===== src/rtl/md_issue_ctrl.sv =====
// md_issue_ctrl: one-shot MDU start, shadow latency counter, HI/LO hazard stall and sticky protocol error
module md_issue_ctrl #(
  parameter int MULT_LAT = 5,
  parameter int DIV_LAT = 10
) (
  input  logic        clk,
  input  logic        reset,
  input  logic        d_md,
  input  logic        e_valid,
  input  logic        e_md,
  input  logic [2:0]  e_mdop,
  input  logic        e_hold,
  input  logic        e_kill,
  input  logic        mdu_busy,
  output logic        mdu_start,
  output logic [2:0]  mdu_op,
  output logic        stall_md,
  output logic [3:0]  cnt,
  output logic        err,
  output logic [15:0] stall_cycles
);
  localparam logic [3:0] MLAT = 4'(MULT_LAT);
  localparam logic [3:0] DLAT = 4'(DIV_LAT);
  logic issued, start_class, busy, bad;
  assign start_class = e_valid & e_md & e_mdop[2] & ~e_kill;
  assign mdu_start = start_class & ~issued;
  assign busy = cnt != 4'd0;
  assign stall_md = d_md & (mdu_start | start_class | busy);
  assign mdu_op = (e_valid & e_md) ? e_mdop : 3'd0;
  // ops 0-3 are HI/LO moves: touching HI/LO mid-operation is a hazard escape
  assign bad = (mdu_busy != busy) | (busy & e_valid & e_md & ~e_mdop[2]) | (busy & mdu_start);
  always_ff @(posedge clk) begin
    if (reset) begin
      issued       <= 1'b0;
      cnt          <= 4'd0;
      err          <= 1'b0;
      stall_cycles <= 16'd0;
    end else begin
      issued       <= e_hold & (issued | mdu_start);
      cnt          <= mdu_start ? (e_mdop[1] ? DLAT : MLAT) : busy ? cnt - 4'd1 : cnt;
      err          <= err | bad;
      stall_cycles <= (stall_md && stall_cycles != 16'hFFFF) ? stall_cycles + 16'd1 : stall_cycles;
    end
  end
endmodule


===== config.mk =====
export PLATFORM = sky130hd
export DESIGN_NAME = md_issue_ctrl
export DESIGN_NICKNAME = d
export VERILOG_FILES = /design/src/rtl/md_issue_ctrl.sv
export SDC_FILE = /design/constraint.sdc
export NUM_CORES = 1
export LEC_CHECK = 0
export CAP_MARGIN = 25
export CORE_ASPECT_RATIO = 1.5
export CORE_UTILIZATION = 35
export DETAILED_ROUTE_END_ITERATION = 8
export GPL_TIMING_DRIVEN = 0
export REMOVE_ABC_BUFFERS = 1
export SYNTH_ARGS = -nofsm -noshare
export SYNTH_HDL_FRONTEND = slang
export SYNTH_SLANG_ARGS = --single-unit

===== constraint.sdc =====
create_clock -name clk -period 2.15 [get_ports clk]
set_input_delay 0.3225 -clock clk [delete_from_list [all_inputs] [get_ports clk]]
set_output_delay 0.3225 -clock clk [all_outputs]
set_load 0.01 [all_outputs]

=== Word level (Yosys, flattened, before mapping) ===
Cells that the tools add are included.

* Bits in registers: 22
* Output and inout port bits: 26
* Logic and storage cells: 34

* Muxes and demuxes: 4
* Bitwise logic cells: 19
* Eq/ne operators: 2
* $add $sub $neg: 2
* Reductions and logical operators: 3

{| class="wikitable"
|+ Operator list
! kind !! number
|-
| 16-bit by 1-bit adder with 16-bit output, second input constant || 1
|-
| 16-bit != test, second input constant || 1
|-
| 4-bit 2-to-1 mux || 3
|-
| 1-bit AND || 10
|-
| 1-bit bitwise OR || 6
|-
| 4-bit nonzero test || 1
|-
| 4-bit by 1-bit subtractor with 4-bit output, second input constant || 1
|-
| 3-bit 2-to-1 mux || 1
|-
| 1-bit NOT || 3
|-
| 2-bit nonzero test || 1
|-
| 1-bit logical AND || 1
|-
| 1-bit != test || 1
|}

=== Depth between registers and ports, before layout ===
Gate-level depths: netlist of the first run.

* Depth in word-level cells: 8
* Depth in mapped cells: 9
* Mapped depth without buffers: 8

=== Worst setup path before layout of the first run ===
OpenSTA, ideal clock, no wires.

* Path type: register to register
* Start: register cnt[0]
* End: register stall_cycles[10]
* Buffers on the path: 1
* Stages on the path, launching flop included: 10
* Required time: 2.025 ns
* Slack: 0.271 ns
* Arrival: 1.754 ns
* Cells stage by stage: dfxtp_1 > inv_1 > ha_1 > or3b_1 > buf_6 > o21ai_4 > inv_2 > nand4b_1 > xor2_1 > nor2_1

* Longest elaborated chain between the ends: 4

{| class="wikitable"
|+ Ends and longest elaborated chain
! item !! line !! RTL
|-
| start, declared || 18 || <nowiki>output logic [3:0] cnt,</nowiki>
|-
| start signal, assigned || 40 || <nowiki>cnt <= mdu_start ? (e_mdop[1] ? DLAT : MLAT) : busy ? cnt - 4'd1 : cnt;</nowiki>
|-
| 4-bit nonzero test || 27 || <nowiki>assign busy = cnt != 4'd0;</nowiki>
|-
| 1-bit bitwise OR || 28 || <nowiki>assign stall_md = d_md & (mdu_start | start_class | busy);</nowiki>
|-
| 1-bit AND || 28 ||
|-
| named net stall_md || 17 || <nowiki>output logic stall_md,</nowiki>
|-
| 1-bit logical AND || 42 || <nowiki>stall_cycles <= (stall_md && stall_cycles != 16'hFFFF) ? stall_cycles + 16'd1 : stall_cycles;</nowiki>
|-
| end signal, assigned || 42 ||
|-
| end, declared || 20 || <nowiki>output logic [15:0] stall_cycles</nowiki>
|}

The timed path passes the listed nets, and every way through them passes these cells.
A chain may end at the register's enable or synchronous reset.

=== Worst setup path after layout of the first run ===
* Start: register cnt[1]
* End: output stall_md

* Longest elaborated chain between the ends: 3

{| class="wikitable"
|+ Ends and longest elaborated chain
! item !! line
|-
| 4-bit nonzero test || 27
|-
| 1-bit bitwise OR || 28
|-
| 1-bit AND || 28
|-
| end, declared || 17
|}

Every way passes these cells.

==> metrics.csv, run 1 <==
metric,value,unit
maximum number of pins on one net before global-route repair,23,
endpoint of the worst-slack reg-to-reg timing path,stall_cycles[7],
TritonCTS clock tree,yes,
number of placed instances with taps included,204,
IO Count,37,
largest family of logic cells by synthesized area,simple AND/OR/NAND/NOR gates,
core occupancy in the finished layout,50.93,%
power density over cell area,754.1,nW/µm²
CP bufs+invs,3,
pin slew with the least headroom to its limit,0.7943,ns
Sinks on Clock Net,22,
H-tree Lvls,1,
post-route fraction of the period consumed by the critical path,94.87,%
Synth Area in Simple Gates,24.30,%
type of element capturing the critical path,output port,
DRC violations left,0,
startpoint type of the worst setup path,register,
wire length per cell after detailed routing,13.24,µm
Overall Global Routing Usage,15.63,%
Initial Util,37.28,%
worst skew pair latency,0.26,ns
routed vias,1097,
setup-violating endpoint count in the final report,0,
layout net count,185,
global-route wire length before repair,4843,µm
vias per cell,5.150,
Synth Warn #,0,
endpoint of the most critical setup path,stall_md,
startpoint of the most critical register-to-register path,cnt[1],
crit-path max FO,4,
Slew HR,46.88,%
run status,"finished, final reports clean",
count of buffers inserted at the top-level ports,36,
Pre-antenna DRT Iters,3,
setup repair after global routing missed its margin,no,
area fraction in compound gates after synthesis,20.44,%
sequential area share after synthesis,33.94,%
root buffer cell,clkbuf_8,
aggregate global routing overflow,0,
number of distinct library cell variants in the gate-level netlist after synthesis,37,
area of the die,3960,µm²
top post-synthesis cells by area,"dfxtp_1 (34%), xnor2_1 (10%), a211oi_2 (7.7%), nor2_1 (5.5%), a2111oi_4 (4.2%)",
fin area,1773,µm²
Max-cap violations,0,
Total Wirelength,2821,µm
classification of the worst-slack hold path,reg2reg,
worst endpoint required time,1.83,ns
vias in the first global route,1109,
Post-Synth Adder-Cell Area,1.929,%
Inserted Clock Buffers,3,
xor and xnor area share after synthesis,12.15,%
Seq cells post-synth,22,
start point of the critical path,cnt[1],
ordered cell list for the critical path,inv_1 > ha_4 > or3b_4 > o21ai_4 > inv_2 > dlygate4sd2_1,
number of cell instances on the worst register-to-register path,8,
final critical path time including I/O delays and setup,2.040,ns
weighted congestion at the end of routability-driven global placement,0.7496,
clock transition at the registers of the reported paths,0.08,ns
hold-fix buffer count after cts,0,
top cell type's share of synthesized area,33.94,%
initial antenna violation count,0,
standard cell with the maximum stage delay on the critical path,or3b_4,
worst vdd ir,0.4006,mV
proportion of register bits with asynchronous set or reset after synthesis,0,%
fin cells,213,
upper clock frequency limit,490.2,MHz
top_reg_cell synth,dfxtp_1,
WS Path Type,reg2out,
y dimension of the die,76.57,µm
DPL Wire Length,1976,µm
Avg Synthesized Cell Area,9.830,µm²
Fin. Hold Viols,0,
cell area after placement,1649,µm²
DRC violation total after the first TritonRoute iteration,5,
flop2flop setup slack,0.19,ns
die boundary width,51.72,µm
total number of cells along the worst setup path,6,
leakage power figure,0.5790,nW
final number of max-transition violations,0,
share of layout cells above drive strength 1,23.39,%
number of synthesized flops with an enable pin,0,
cell type contributing the most total cell area after synthesis,dfxtp_1,
post-route ant nets,0,
Std-Cell Rows,26,
netlist area before placement,1297,µm²
number of buffers on the longest clock path,2,
area of the placeable core,3481,µm²
diode insertion count for antenna repair,0,
data arrival time of the worst path,1.72,ns
category of cells accounting for the largest share of critical-path delay,buffers and inverters,
Area Overhead vs Synth,36.64,%
worst-case clock skew,0.001889,ns
largest stage delay on the critical path,0.40,ns
multiplexer fraction of the synthesized cell area,0.7715,%
cell count after synthesis,132,
[registers in the layout (all words and copies together), names as in the netlist]
signal / count
err: 1
stall_cycles: 16
issued: 1
cnt: 4
[layer usage]
layer | GRT usage [%] | part of all wire (%) | up-vias
met5 | 0 | 0 | -
met4 | 4.054 | 0.82 | 0
met3 | 2.196 | 4.6 | 4
met2 | 29.48 | 53 | 35
met1 | 17.30 | 41 | 516
li1 | - | - | 542
[through the flow]
stage / setup TNS [ns] / total power [mW] / hold WS [ns] / setup WS, ns
final: 0 / 1.337 / 0.4488 / 0.1102
after detailed placement: -1.295 / 0.9798 / 0.4421 / -0.3110
after global routing: 0 / 1.443 / 0.4850 / 0.02109
after CTS: 0 / 1.335 / 0.4551 / 0.01003
after global placement: -0.9257 / 0.9701 / 0.4387 / -0.3004
after floorplan: 0 / 0.7960 / 0.3916 / 0.1154
[worst reg2reg max path, stage by stage (launching register included)]
cell	delay (ns)
dfxtp_2	0.34
inv_1	0.08
ha_4	0.14
or3b_4	0.40
buf_4	0.18
o2111ai_4	0.37
a211oi_2	0.10
xnor2_1	0.16
nor2_1	0.05
[cells in the final DEF, fill, tap and decap left out, types with 2 or more instances in the layout]
cell / count
a21oi_1: 5
and3_2: 4
dfxtp_2: 2
inv_2: 2
a211oi_2: 8
dfxtp_1: 20
clkdlybuf4s50_1: 34
clkbuf_8: 4
inv_1: 4
o21ai_0: 2
a2111oi_4: 2
xnor2_1: 15
nand2b_1: 2
nand2_1: 6
nor2_1: 18
dlygate4sd2_1: 2
xor2_1: 3
buf_4: 5
nand3_1: 9
[report_power, final]
group | switching, mW | internal [mW] | leakage, nW
registers | 0.0480 | 0.459 | 0.179
clock network | 0.130 | 0.163 | 0.0288
logic | 0.246 | 0.291 | 0.371
[layout make-up]
class,instances,area (µm²)
clock buffer,4,55.05
fill,342,1708
inverter,6,22.52
multi-input combinational,98,804.5
sequential,22,442.9
tap,42,52.55
timing repair buffer,41,395.4
[worst min-delay path by stage]
stage | slack [ns] | cells past startpoint | start | endpoint
global route | 0.49 | 2 | err | err
finish | 0.45 | 2 | err | err
global placement | 0.44 | 2 | err | err
CTS | 0.46 | 2 | err | err
floorplan | 0.39 | 1 | reset | cnt[0]
detailed placement | 0.44 | 2 | err | err
[cells in the mapped netlist, types with 2 or more instances]
cell type / instances
ha_1: 2
a211oi_2: 8
a2111oi_4: 2
and4_1: 2
xor2_1: 3
nor2_1: 19
nand2_1: 6
dfxtp_1: 22
nor2b_1: 2
o21ai_0: 2
buf_6: 3
inv_1: 5
and3_2: 4
nand3_1: 9
nand2b_1: 2
dlygate4sd3_1: 2
a21oi_1: 5
xnor2_1: 15
[what timing repair did]
item | in CTS | in global routing
setup buffers | 4 | 1
endpoints found under the hold margin | 0 | 0
pin swaps | 2 | 1
setup endpoints to repair | 15 | 16
gates resized for setup | 8 | 5
[cell families (layout without fill, tap and decap cells)]
kind of cell | count (synthesis) | after routing
AND/OR/NAND/NOR | 55 | 55
XOR/XNOR | 18 | 18
AO/OA/AOI/OAI | 22 | 22
flip-flops | 22 | 22
buffers and inverters | 12 | 51
multiplexers | 1 | 1
adder cells (fa/ha/maj) | 2 | 2
Note: power is estimated with default switching activity, not from simulation.
==> run 2: changes to the inputs <==
--- a/config.mk
+++ b/config.mk
@@ -11,6 +11,7 @@
 export DETAILED_ROUTE_END_ITERATION = 8
 export GPL_TIMING_DRIVEN = 0
 export REMOVE_ABC_BUFFERS = 1
+export SLEW_MARGIN = 20
 export SYNTH_ARGS = -nofsm -noshare
 export SYNTH_HDL_FRONTEND = slang
 export SYNTH_SLANG_ARGS = --single-unit
==> results of run 2 <==
Same layout as run 1: the final DEF is identical, and so are final timing and power.
==> run 3: changes to the inputs <==
--- a/config.mk
+++ b/config.mk
@@ -5,9 +5,9 @@
 export SDC_FILE = /design/constraint.sdc
 export NUM_CORES = 1
 export LEC_CHECK = 0
-export CAP_MARGIN = 25
 export CORE_ASPECT_RATIO = 1.5
 export CORE_UTILIZATION = 35
+export CTS_BUF_LIST = sky130_fd_sc_hd__clkbuf_4 sky130_fd_sc_hd__clkbuf_8
 export DETAILED_ROUTE_END_ITERATION = 8
 export GPL_TIMING_DRIVEN = 0
 export REMOVE_ABC_BUFFERS = 1
==> results of run 3 <==
Same layout as run 1: the final DEF is identical, and so are final timing and power.
